$ cat src/rtl/hashcpu_pkg.sv
// Shared constants and types for the hashcpu hazard/forwarding logic.
package hashcpu_pkg;

  localparam int unsigned DEF_NUM_RD  = 3;
  localparam int unsigned DEF_ADDR_W  = 5;
  localparam int unsigned DEF_MAX_LAT = 4;
  localparam int unsigned DEF_CNT_W   = 3;

  localparam logic [1:0] FWD_RF    = 2'd0;
  localparam logic [1:0] FWD_EXMEM = 2'd1;
  localparam logic [1:0] FWD_MEMWB = 2'd2;

  localparam int unsigned LAT_ALU  = 2;
  localparam int unsigned LAT_HFNC = DEF_MAX_LAT;

  typedef struct packed {
    logic                 busy;
    logic [DEF_CNT_W-1:0] cnt;
  } sb_entry_t;

endpackage

$ cat src/rtl/hazard_scoreboard_if.sv
// ID-stage request and hazard/forwarding response bundle for the scoreboard.
interface hazard_scoreboard_if #(
  parameter int unsigned NUM_RD = hashcpu_pkg::DEF_NUM_RD,
  parameter int unsigned ADDR_W = hashcpu_pkg::DEF_ADDR_W,
  parameter int unsigned CNT_W  = hashcpu_pkg::DEF_CNT_W
);

  logic                     id_valid;
  logic [NUM_RD-1:0]        id_rd_en;
  logic [NUM_RD*ADDR_W-1:0] id_rd_addr;
  logic                     id_wr_en;
  logic [ADDR_W-1:0]        id_wr_addr;
  logic [CNT_W-1:0]         id_lat;
  logic                     id_flush;
  logic                     stall;
  logic [NUM_RD*2-1:0]      fwd_sel;
  logic [2**ADDR_W-1:0]     busy_vec;

  modport master (
    output id_valid, id_rd_en, id_rd_addr, id_wr_en, id_wr_addr, id_lat, id_flush,
    input  stall, fwd_sel, busy_vec
  );

  modport slave (
    input  id_valid, id_rd_en, id_rd_addr, id_wr_en, id_wr_addr, id_lat, id_flush,
    output stall, fwd_sel, busy_vec
  );

endinterface

$ cat src/rtl/hazard_sb_entry.sv
// One scoreboard entry: busy flag plus cycles remaining until its regfile write.
module hazard_sb_entry
  import hashcpu_pkg::*;
(
  input  logic                 clk,
  input  logic                 reset,
  input  logic                 issue_i,
  input  logic [DEF_CNT_W-1:0] lat_i,
  output sb_entry_t            entry_o
);

  sb_entry_t entry_q, entry_d;

  // A new issue overrides a retirement landing in the same cycle.
  always_comb begin
    entry_d = entry_q;
    if (issue_i) begin
      entry_d.busy = 1'b1;
      entry_d.cnt  = lat_i;
    end else if (entry_q.busy) begin
      if (entry_q.cnt > DEF_CNT_W'(1)) begin
        entry_d.cnt = entry_q.cnt - DEF_CNT_W'(1);
      end else begin
        entry_d.busy = 1'b0;
        entry_d.cnt  = '0;
      end
    end
  end

  always_ff @(posedge clk) begin
    if (reset) entry_q <= '0;
    else       entry_q <= entry_d;
  end

  assign entry_o = entry_q;

endmodule

$ cat src/rtl/hazard_scoreboard.sv
// ID-stage hazard unit: per-register latency countdown drives bypass select,
// load-use stalls and WAW ordering stalls.
module hazard_scoreboard
  import hashcpu_pkg::*;
#(
  parameter int unsigned NUM_RD  = DEF_NUM_RD,
  parameter int unsigned ADDR_W  = DEF_ADDR_W,
  parameter int unsigned MAX_LAT = DEF_MAX_LAT,
  parameter int unsigned CNT_W   = DEF_CNT_W
) (
  input logic                clk,
  input logic                reset,
  hazard_scoreboard_if.slave sb
);

  localparam int unsigned NUM_REGS = 2**ADDR_W;

  sb_entry_t           entries [NUM_REGS];
  sb_entry_t           wr_entry;
  logic [CNT_W-1:0]    lat_eff;
  logic [NUM_RD-1:0]   port_stall;
  logic [1:0]          port_fwd [NUM_RD];
  logic                waw_stall;
  logic                stall_c;
  logic                issue_c;
  logic [NUM_RD*2-1:0] fwd_sel_c;
  logic [NUM_REGS-1:0] busy_vec_c;

  // Out-of-range latencies are clamped to the slowest producer.
  assign lat_eff = (sb.id_lat == '0 || sb.id_lat > CNT_W'(MAX_LAT)) ? CNT_W'(MAX_LAT) : sb.id_lat;

  for (genvar k = 0; k < NUM_RD; k++) begin : g_port
    logic [ADDR_W-1:0] rd_addr;
    sb_entry_t         rd_entry;
    logic              hit;

    assign rd_addr  = sb.id_rd_addr[k*ADDR_W +: ADDR_W];
    assign rd_entry = entries[rd_addr];
    assign hit      = sb.id_valid & sb.id_rd_en[k] & rd_entry.busy;

    // cnt==1: value sits in MEM/WB; cnt==2: in EX/MEM; later: not produced yet.
    assign port_fwd[k]   = !hit                              ? FWD_RF    :
                           (rd_entry.cnt == DEF_CNT_W'(1))   ? FWD_MEMWB :
                           (rd_entry.cnt == DEF_CNT_W'(2))   ? FWD_EXMEM : FWD_RF;
    assign port_stall[k] = hit & (rd_entry.cnt > DEF_CNT_W'(2));
  end

  always_comb begin
    fwd_sel_c = '0;
    for (int k = 0; k < NUM_RD; k++) fwd_sel_c[2*k +: 2] = port_fwd[k];
  end

  // A younger write must not land before an older in-flight one.
  assign wr_entry  = entries[sb.id_wr_addr];
  assign waw_stall = sb.id_wr_en & wr_entry.busy & (lat_eff <= CNT_W'(wr_entry.cnt));

  assign stall_c = sb.id_valid & ((|port_stall) | waw_stall);
  assign issue_c = sb.id_valid & sb.id_wr_en & ~stall_c & ~sb.id_flush & (sb.id_wr_addr != '0);

  for (genvar r = 0; r < NUM_REGS; r++) begin : g_entry
    hazard_sb_entry u_entry (
      .clk     (clk),
      .reset   (reset),
      .issue_i (issue_c && (sb.id_wr_addr == ADDR_W'(r))),
      .lat_i   (DEF_CNT_W'(lat_eff)),
      .entry_o (entries[r])
    );
  end

  always_comb begin
    busy_vec_c = '0;
    for (int r = 0; r < NUM_REGS; r++) busy_vec_c[r] = entries[r].busy;
  end

  assign sb.stall    = stall_c;
  assign sb.fwd_sel  = fwd_sel_c;
  assign sb.busy_vec = busy_vec_c;

  a_lat_legal : assert property (@(posedge clk) disable iff (reset)
    (sb.id_valid && sb.id_wr_en) |-> (sb.id_lat != '0 && sb.id_lat <= CNT_W'(MAX_LAT)));

endmodule

$ cat src/flat_wrapper.sv
// flat-port wrapper written by rule: the top's interface ports become plain ports
module hazard_scoreboard_flat import hashcpu_pkg::*;
#(
  parameter int unsigned NUM_RD  = DEF_NUM_RD,
  parameter int unsigned ADDR_W  = DEF_ADDR_W,
  parameter int unsigned MAX_LAT = DEF_MAX_LAT,
  parameter int unsigned CNT_W   = DEF_CNT_W
)
  (clk, reset, sb_id_valid, sb_id_rd_en, sb_id_rd_addr, sb_id_wr_en, sb_id_wr_addr, sb_id_lat, sb_id_flush, sb_stall, sb_fwd_sel, sb_busy_vec);
  hazard_scoreboard_if #(.NUM_RD(NUM_RD), .ADDR_W(ADDR_W), .CNT_W(CNT_W)) sb_i ();
  input logic clk;
  input logic reset;
  input wire logic [$bits(sb_i.id_valid)-1:0] sb_id_valid;
  input wire logic [$bits(sb_i.id_rd_en)-1:0] sb_id_rd_en;
  input wire logic [$bits(sb_i.id_rd_addr)-1:0] sb_id_rd_addr;
  input wire logic [$bits(sb_i.id_wr_en)-1:0] sb_id_wr_en;
  input wire logic [$bits(sb_i.id_wr_addr)-1:0] sb_id_wr_addr;
  input wire logic [$bits(sb_i.id_lat)-1:0] sb_id_lat;
  input wire logic [$bits(sb_i.id_flush)-1:0] sb_id_flush;
  output wire logic [$bits(sb_i.stall)-1:0] sb_stall;
  output wire logic [$bits(sb_i.fwd_sel)-1:0] sb_fwd_sel;
  output wire logic [$bits(sb_i.busy_vec)-1:0] sb_busy_vec;
  assign sb_i.id_valid = sb_id_valid;
  assign sb_i.id_rd_en = sb_id_rd_en;
  assign sb_i.id_rd_addr = sb_id_rd_addr;
  assign sb_i.id_wr_en = sb_id_wr_en;
  assign sb_i.id_wr_addr = sb_id_wr_addr;
  assign sb_i.id_lat = sb_id_lat;
  assign sb_i.id_flush = sb_id_flush;
  assign sb_stall = sb_i.stall;
  assign sb_fwd_sel = sb_i.fwd_sel;
  assign sb_busy_vec = sb_i.busy_vec;
  hazard_scoreboard #(.NUM_RD(NUM_RD), .ADDR_W(ADDR_W), .MAX_LAT(MAX_LAT), .CNT_W(CNT_W)) u_core (.clk(clk), .reset(reset), .sb(sb_i));
endmodule
$ cat config.mk
export PLATFORM = sky130hd
export DESIGN_NAME = hazard_scoreboard_flat
export DESIGN_NICKNAME = d
export VERILOG_FILES = /design/src/rtl/hashcpu_pkg.sv /design/src/rtl/hazard_scoreboard_if.sv /design/src/rtl/hazard_sb_entry.sv /design/src/rtl/hazard_scoreboard.sv /design/src/flat_wrapper.sv
export SDC_FILE = /design/constraint.sdc
export NUM_CORES = 1
export LEC_CHECK = 0
export CAP_MARGIN = 10
export CORE_MARGIN = 2
export CORE_UTILIZATION = 65
export CTS_BUF_LIST = sky130_fd_sc_hd__clkbuf_8 sky130_fd_sc_hd__clkbuf_16
export CTS_CLUSTER_SIZE = 28
export DETAILED_ROUTE_END_ITERATION = 7
export GPL_TIMING_DRIVEN = 0
export PLACE_DENSITY = 0.86
export SYNTH_ARGS = -nofsm -noshare
export SYNTH_HDL_FRONTEND = slang
export SYNTH_SLANG_ARGS = --single-unit
$ cat constraint.sdc
create_clock -name clk -period 18.98 [get_ports clk]
set_input_delay 3.796 -clock clk [delete_from_list [all_inputs] [get_ports clk]]
set_output_delay 3.796 -clock clk [all_outputs]
set_load 0.01 [all_outputs]
==> out/metrics.yaml, run 1 <==
synth_edf_count: 0
stdcell_count: 1336
finalCoreUtilization: 0.755
yosys_most_used_dff: "dfxtp_1"
placedInstanceArea_um2: 12000
gp_congestion: 1.09
synth.distinct_cells: 51
holdWs_ps: 620
layout.nets: 1172
drive_above_1_share: 0.223
port_buffers: 59
reg2reg_to: "u_core.g_entry[18].u_entry.entry_o[2]"
worst-setup-path-type: "input pin to output pin"
grt_overflow: 0
first_pass_iters: 8
via_per_inst: 7.77
gr-usage-all-layers: 0.428
drt-initial-drc-count: 1962
timing.rr.start: "u_core.g_entry[24].u_entry.entry_o[0]"
n_antenna_cell: 0
status: "finished, violations left"
required_ps: 15180
die_area_um2: 18300
cellPowerDensity_nw_per_um2: 52.9
antenna_found_initial: 2
hold_start: "u_core.g_entry[0].u_entry.entry_o[2]"
syn-num-nets: 1094
crit_arrival_ps: 9500
min_path_cells: 2
wire_per_inst_um: 28.8
min_period_ps: 13300
h-tree-depth: 4
place_inst: 1306
final_max_slew_viol_count: 5
clockRootBuffer: "clkbuf_16"
critPathLaunchType: "input pin"
end_kind: "output pin"
ctsResizeCount: 0
ys_warn_count: 0
grt_first_pass_wirelength_mm: 57.0
wirelength_mm: 38.5
power_frac_comb: 0.113
maxSlewHeadroom: -0.0339
setup_violations: 0
p_seq_frac: 0.405
placementRows: 47
fp.dieW_um: 135
synth.avg_cell_area_um2: 10.9
numCtsBuffers: 17
rsz0062_at_grt: "no"
core_area_um2: 16700
ant_nets: 0
via_count: 10400
cts_tree: "done"
hold_buffers: 0
cts.path.max_buffers: 2
hp-class: "flop to flop"
clk_latency_ps: 440
hold_end: "u_core.g_entry[0].u_entry.entry_o[2]"
final_cell_mix: "131 x mux4_2, 128 x dfxtp_1, 110 x mux2i_1, 97 x a21oi_1, 70 x inv_1"
final_area_um2: 12600
syn-instance-count: 1027
path_clk_slew_ps: 50
path_max_fanout: 10
p_int_uw: 496
layout_commonest_cell: "mux4_2"
totalNegativeSetupSlack_ps: 0
fmax_ghz: 0.0752
post_cts_buffers: 0
fin_worst_skew_ps: 11.5
tightest_slew_ps: 1540
peakVddDrop_mv: 0.0655
grt_pass1_vias: 9766
pin_count: 70
initial_utilization: 0.669
synth_area_um2: 11200
p_sw_uw: 171
post-route-period-util: 0.701
hold_viol_final: 0
clock_sinks: 128
async_reset_ff_frac: 0
largest_reg_flops: 128
cap_viol_max_count: 1
synth_seq_cells: 128
swShare: 0.257
drc_errors: 6
grt_max_degree: 17
pwr-share-clk: 0.482
failed_checks: "DRC, capacitance limit, slew limit"
p_leak_uw: 0.00500
die-height_um: 135
dp_hpwl_mm: 27.3
seq_area_frac_synth: 0.229
ff2ff_path_depth: 11
syn2layout_area_growth_pct: 12.8
reg2reg_slack_ps: 14240
## cell families (layout without fill, tap and decap cells)
kind of cell / Yosys count / in the layout / synth area share
AO/OA/AOI/OAI: 191 / 191 / 0.107
adder cells (fa/ha/maj): 36 / 36 / 0.0403
multiplexers: 298 / 298 / 0.452
buffers and inverters: 174 / 263 / 0.0758
AND/OR/NAND/NOR: 200 / 200 / 0.0964
flip-flops: 128 / 128 / 0.229
## worst max-delay path, stage by stage
cell and delay [ps]:
clkbuf_1 470, buf_1 640, buf_1 910, mux4_2 670, mux4_2 520, mux2i_1 190, ha_1 260, nor2b_1 130
o21a_1 160, o21ai_0 160, o2111a_1 440, a21oi_1 70, a21boi_0 450, clkdlybuf4s50_1 630
## worst max path at each step
stage,from,to,slack (ps)
5_1_grt,sb_id_wr_addr[0],sb_stall,5570
6_report,sb_id_wr_addr[0],sb_stall,5680
3_3_place_gp,sb_id_wr_addr[0],sb_stall,6020
3_5_place_dp,sb_id_wr_addr[0],sb_stall,5890
2_1_floorplan,sb_id_wr_addr[0],sb_stall,7580
4_1_cts,sb_id_wr_addr[0],sb_stall,5910
## final cells by class
cell class                 instances  area [um^2]
tap                              220          275
inverter                          69          259
clock inverter                    10         97.6
sequential                       128         2560
buffer                           105          588
multi-input combinational        725         7770
timing repair buffer              59          591
clock buffer                      20          467
fill                            1107         4090
## synth_stat cells (22+ instances only)
cell,number,area share
a21oi_1,97,0.043
o21ai_0,35,0.016
nand2_1,47,0.016
inv_1,66,0.022
nand3_1,22,0.0099
nand2b_1,33,0.018
mux2i_1,110,0.099
mux2_2,28,0.028
clkbuf_1,44,0.015
dfxtp_1,128,0.23
buf_4,34,0.023
mux4_1,23,0.054
a211o_1,31,0.024
mux4_2,131,0.26
ha_1,36,0.040
nor3_1,25,0.011
nor2_1,30,0.010
## through the flow
step	worst slack, ps	power (uW)
after floorplan	7580	321
after global placement	6020	346
final	5680	667
after detailed placement	5890	347
after CTS	5910	662
after global routing	5570	677
## power by group through the flow
stage / Clock, uW / Sequential [uW] / Combinational, uW
final: 322 / 270 / 75.2
after global routing: 331 / 270 / 76.2
after CTS: 321 / 270 / 71.3
after detailed placement: 0 / 276 / 71.1
after global placement: 0 / 276 / 70.1
after floorplan: 0 / 276 / 45.4
## metal layers
layer / track usage / up-vias / part of all wire
met3: 0.187 / 345 / 0.17
met4: 0.289 / 0 / 0.087
li1: - / 4128 / -
met2: 0.646 / 1097 / 0.43
met1: 0.494 / 4808 / 0.31
met5: 0 / - / 0
No activity file was read; power rests on OpenSTA's default activity.
==> run 2, diff against run 1 <==
- CORE_UTILIZATION: 65 -> 55
- PLACE_DENSITY: 0.86 -> 0.78
- clock period: 18.98 -> 11.27 ns (I/O delays scaled with it)
==> run 2 against run 1 <==
  * The flow now finishes without violations
  * Final area up 0.39%
  * Clock-buffer cell count down 2
  * Clock power up 60%
  * Setup slack worse by 4600 ps
  * Sequential power up 69%
  * Clock skew down 1.9 ps
  * Global-route usage down 7.6 points
  * Critical path depth unchanged
  * Via count down 4.2%
  * Power up 64%
  * Die area up 18%
  * Core utilization down 13 points
==> out/metrics.yaml, run 2 (synthesis results as in run 1) <==
final_cell_mix: "131 x mux4_2, 128 x dfxtp_1, 110 x mux2i_1, 97 x a21oi_1, 66 x inv_1"
cts_tree: "done"
grt_pass1_vias: 9599  # -1.7%
initial_utilization: 0.556  # -0.113
maxSlewHeadroom: 0.0436  # +0.0774
crit_arrival_ps: 7910  # -1590 ps
clock_sinks: 128  # unchanged
post-route-period-util: 0.902
placementRows: 52  # +11%
cap_viol_max_count: 0  # -1
via_count: 9943  # -4.2%
setup_violations: 0  # unchanged
h-tree-depth: 4  # unchanged
pin_count: 70  # unchanged
layout.nets: 1173  # +0.085%
timing.rr.start: "u_core.g_entry[31].u_entry.entry_o[0]"
hold_end: "u_core.g_entry[0].u_entry.entry_o[1]"
reg2reg_slack_ps: 6700  # -7540 ps
path_clk_slew_ps: 60  # about the same
tightest_slew_ps: 1430  # -115 ps
setup_ws_ps: 1110  # -4570 ps
layout_commonest_cell: "mux4_2"
grt_first_pass_wirelength_mm: 56.3  # -1.1%
dp_slack_ps: 1340  # -4560 ps
min_period_ps: 10160
path_max_fanout: 10  # unchanged
fin_worst_skew_ps: 9.61  # -1.88 ps
first_pass_iters: 8  # unchanged
die_area_um2: 21500  # +18%
cts.path.max_buffers: 2  # unchanged
slowest_delay_ps: 990  # +80 ps
core_area_um2: 20100  # +20%
reg2reg_to: "u_core.g_entry[28].u_entry.entry_o[2]"
n_antenna_cell: 0  # unchanged
critPathLaunchType: "input pin"
syn2layout_area_growth_pct: 13.2
via_per_inst: 7.16  # -7.8%
fmax_ghz: 0.0984
drive_above_1_share: 0.228  # +0.00476
stdcell_count: 1389  # +4.0%
worst-setup-path-type: "input pin to output pin"
status: "finished, final reports clean"
grt_max_degree: 17  # unchanged
numCtsBuffers: 17  # unchanged
gr-usage-all-layers: 0.352  # -0.0763
largest_reg_flops: 128  # unchanged
gp_congestion: 1.05  # -4.0%
cellPowerDensity_nw_per_um2: 86.6  # +64%
drt-initial-drc-count: 1636  # -17%
grt_overflow: 0  # unchanged
clockRootBuffer: "clkbuf_16"
dp_hpwl_mm: 27.4  # +0.13%
ff2ff_path_depth: 11  # unchanged
slowest_stage: "buf_1"
drc_errors: 0  # -6
peakVddDrop_mv: 0.0763  # +17%
final_max_slew_viol_count: 0  # -5
required_ps: 9020  # -6160 ps
port_buffers: 59  # unchanged
ant_nets: 0  # unchanged
final_area_um2: 12700  # +0.39%
holdWs_ps: 624  # +3.64 ps
placedInstanceArea_um2: 12100  # +0.52%
wirelength_mm: 37.4  # -3.0%
ctsResizeCount: 0  # unchanged
min_path_cells: 2  # unchanged
rsz0062_at_grt: "no"
p_leak_uw: 0.00497  # -0.72%
end_kind: "output pin"
nFillCells: 1602  # +45%
wire_per_inst_um: 26.9  # -6.7%
antenna_found_initial: 0  # -2
clk_latency_ps: 430  # about the same
totalNegativeSetupSlack_ps: 0  # unchanged
hold_start: "u_core.g_entry[0].u_entry.entry_o[1]"
die-height_um: 147  # +8.5%
post_cts_buffers: 0  # unchanged
hold_viol_final: 0  # unchanged
hp-class: "flop to flop"
cp_cell_sequence: "clkbuf_1 > buf_1 > buf_1 > mux4_2 > mux4_2 > mux2i_1 > ha_1 > nor2b_1 > o21a_1 > o21ai_0 > o2111a_1 > a21oi_1 > a21boi_0 > clkdlybuf4s50_1"
place_inst: 1356  # +3.8%
hold_buffers: 0  # unchanged
fp.dieW_um: 147  # +8.5%
## run 2: cell count changes in the layout (fill, tap and decap cells not counted)
| cell | previous run | this run |
|---|---|---|
| a2111oi_0 | 0 | 1 |
| clkinv_2 | 3 | 2 |
| clkbuf_1 | 44 | 45 |
| inv_6 | 0 | 3 |
| inv_1 | 70 | 66 |
| a2111oi_1 | 1 | 0 |
| bufinv_16 | 2 | 0 |
| clkinv_4 | 0 | 4 |
| clkinvlp_4 | 1 | 5 |
| clkbuf_8 | 3 | 1 |
## run 2: cell type report
| type | count | area, um^2 | share of cell area |
|---|---|---|---|
| multi-input cells | 725 | 7770 | 0.614 |
| flip-flops and latches | 128 | 2560 | 0.202 |
| repair buffers | 60 | 594 | 0.0470 |
| plain buffers | 105 | 588 | 0.0465 |
| clock buffers | 18 | 439 | 0.0347 |
| well taps | 270 | 338 | 0.0267 |
| inverters | 69 | 259 | 0.0205 |
| clock inverters | 14 | 109 | 0.00860 |
## run 2: through the flow
step / total power, uW / util
floorplan: 541 / -
global placement: 583 / 0.602
detailed placement: 584 / 0.602
CTS: 1090 / 0.629
global route: 1130 / 0.630
finish: 1100 / 0.630
## run 2: metal layers
layer | wire length (um) | part of all wire | up-vias | track usage
met4 | 2750 | 0.074 | 0 | 0.211
met1 | 12800 | 0.34 | 4699 | 0.436
met5 | 0 | 0 | - | 0
met3 | 5490 | 0.15 | 232 | 0.118
met2 | 16400 | 0.44 | 877 | 0.535
li1 | - | - | 4135 | -
## run 2: critical path: cells and delay by family
family,cells,cell delay (ps)
and+or+nand+nor,1,130
buffers and inverters,4,2760
muxes,3,1370
AOI/OAI and AO/OA,5,1110
adders and majority gates,1,270
## run 2: power breakdown
part           internal [uW]  switching (uW)  leakage [uW]
sequential               453            1.86       0.00103
combinational           45.9            79.2       0.00368
clock                    289             228      0.000255
total                    788             309       0.00497
## run 2: how the worst max path moves through the flow
stage | end | slack, ps | start
after global placement | sb_stall | 1410 | sb_id_wr_addr[0]
after global routing | sb_stall | 890 | sb_id_wr_addr[0]
after detailed placement | sb_stall | 1340 | sb_id_wr_addr[0]
final | sb_stall | 1110 | sb_id_wr_addr[0]
after floorplan | sb_stall | 2960 | sb_id_wr_addr[0]
after CTS | sb_stall | 1280 | sb_id_wr_addr[0]
==> run 3, diff against run 2 <==
- GPL_TIMING_DRIVEN: 0 -> default
- SLEW_MARGIN: default -> 10
==> run 3 against run 2 <==
  * Non-clock buffer count is 84 lower
  * Critical path depth is 2 lower
  * Clock power is 11% higher
  * Sequential share of layout area rose by 0.58 points
  * Wire length down 14%
  * Critical endpoint unchanged
  * Hold slack improved by 4.4 ps
  * Largest cell class unchanged
  * Combinational power shrank 14%
==> out/metrics.yaml, run 3 (synthesis results as in run 1) <==
grt_pass1_vias: 8688  # -9.5%
initial_utilization: 0.556  # unchanged
peakVddDrop_mv: 0.0851  # +12%
post_cts_buffers: 0  # unchanged
totalNegativeSetupSlack_ps: 0  # unchanged
tightest_slew_ps: 1330  # -101 ps
layout_commonest_cell: "mux4_2"
first_pass_iters: 5  # -3
cap_viol_max_count: 0  # unchanged
grt_first_pass_wirelength_mm: 49.9  # -12%
fin_worst_skew_ps: 8.36  # -1.26 ps
h-tree-depth: 4  # unchanged
ff2ff_path_depth: 11  # unchanged
hold_viol_final: 0  # unchanged
die-height_um: 147  # unchanged
setup_violations: 0  # unchanged
die_area_um2: 21500  # unchanged
cellPowerDensity_nw_per_um2: 92.1  # +6.4%
cts.path.max_buffers: 2  # unchanged
path_max_fanout: 34  # +24
finalCoreUtilization: 0.612  # -0.0176
numCtsBuffers: 17  # unchanged
clockRootBuffer: "clkbuf_16"
worst-setup-path-type: "input pin to output pin"
wirelength_mm: 32.0  # -14%
placedInstanceArea_um2: 11700  # -3.4%
post-route-period-util: 0.767  # -0.135
reg2reg_slack_ps: 6820  # +120 ps
grt_overflow: 0  # unchanged
stdcell_count: 1305  # -6.0%
register_area_um2: 2560  # unchanged
pin_count: 70  # unchanged
clk_latency_ps: 430  # about the same
via_per_inst: 7.09  # -1.0%
slowest_stage: "buf_2"
p_leak_uw: 0.00479  # -3.5%
hp-class: "flop to flop"
timing.rr.start: "u_core.g_entry[6].u_entry.entry_o[0]"
crit_arrival_ps: 6390  # -1520 ps
status: "finished, final reports clean"
min_path_cells: 2  # unchanged
slowest_delay_ps: 780  # -210 ps
fmax_ghz: 0.116  # +18%
crit_top_cell: "mux4_2"
syn2layout_area_growth_pct: 10.1
rsz0062_at_grt: "no"
cts_tree: "done"
hold_end: "u_core.g_entry[0].u_entry.entry_o[2]"
path_clk_slew_ps: 60  # about the same
grt_max_degree: 77  # +60
largest_reg_flops: 128  # unchanged
placementRows: 52  # unchanged
drt-initial-drc-count: 1114  # -32%
fp.dieW_um: 147  # unchanged
min_period_ps: 8640  # -1520 ps
final_area_um2: 12300  # -2.8%
nFillCells: 1565  # -2.3%
ant_nets: 0  # unchanged
final_max_slew_viol_count: 0  # unchanged
clock_sinks: 128  # unchanged
antenna_found_initial: 0  # unchanged
core_area_um2: 20100  # unchanged
dp_hpwl_mm: 22.5  # -18%
reg2reg_to: "u_core.g_entry[19].u_entry.entry_o[2]"
maxSlewHeadroom: 0.111  # +0.0674
critPathLaunchType: "input pin"
place_inst: 1273  # -6.1%
gp_congestion: 0.998  # -4.8%
cp_cell_sequence: "buf_2 > mux4_2 > mux4_2 > mux2i_1 > ha_1 > nor2b_1 > o21a_1 > o21ai_0 > o2111a_1 > a21oi_1 > a21boi_0 > clkdlybuf4s50_1"
port_buffers: 69  # +17%
layout.nets: 1089  # -7.2%
holdWs_ps: 628  # +4.37 ps
hold_buffers: 0  # unchanged
multi_input_area_um2: 7770  # about the same
ctsResizeCount: 0  # unchanged
via_count: 9246  # -7.0%
gr-usage-all-layers: 0.302  # -0.0494
drive_above_1_share: 0.214  # -0.0134
final_cell_mix: "131 x mux4_2, 128 x dfxtp_1, 110 x mux2i_1, 97 x a21oi_1, 69 x inv_1"
hold_start: "u_core.g_entry[0].u_entry.entry_o[2]"
wire_per_inst_um: 24.5  # -9.0%
n_antenna_cell: 0  # unchanged
required_ps: 9020  # about the same
drc_errors: 0  # unchanged
end_kind: "output pin"
## run 3: changes by cell type in the layout (fill, tap and decap cells not counted), sizes merged
| cell | delta |
|---|---|
| buf | -45 |
| bufinv | +3 |
| clkbuf | -43 |
| clkdlybuf4s50 | +6 |
| clkinv | -3 |
| clkinvlp | -2 |
## run 3: metrics by stage
| step | total power, uW | worst slack, ps |
|---|---|---|
| global route | 1170 | 2360 |
| global placement | 570 | 2680 |
| CTS | 1140 | 2610 |
| finish | 1130 | 2630 |
| floorplan | 541 | 2960 |
| detailed placement | 571 | 2620 |
## run 3: where the power goes
group / internal [uW] / switching [uW]
combinational: 43.9 / 63.5
sequential: 453 / 1.88
clock: 362 / 209
## run 3: worst max-delay path by stage
stage / from / endpoint / slack, ps / depth (start not counted)
6_report: sb_id_wr_addr[0] / sb_stall / 2630 / 12
3_3_place_gp: sb_id_wr_addr[0] / sb_stall / 2680 / 12
5_1_grt: sb_id_wr_addr[0] / sb_stall / 2360 / 12
4_1_cts: sb_id_wr_addr[0] / sb_stall / 2610 / 12
2_1_floorplan: sb_id_wr_addr[0] / sb_stall / 2960 / 13
3_5_place_dp: sb_id_wr_addr[0] / sb_stall / 2620 / 12
## run 3: routing by layer
metal  GRT usage  routed length [um]
met1       0.379               11700
met2       0.485               15000
met3      0.0744                3490
met4       0.162                1810
met5           0                   0
## run 3: worst max-delay path: cells and delay by family
kind            cells  cell delay, ps
mux                 3            1260
compound gates      5            1070
simple gates        1             140
buf+inv             2            1360
fa+ha+maj           1             270
## run 3: final cells by class
type                    instances  share of cell area
repair buffers                 81              0.0620
clock inverters                12              0.0116
inverters                      69              0.0210
well taps                     270              0.0275
multi-input cells             725               0.632
clock buffers                  20              0.0379
flip-flops and latches        128               0.208
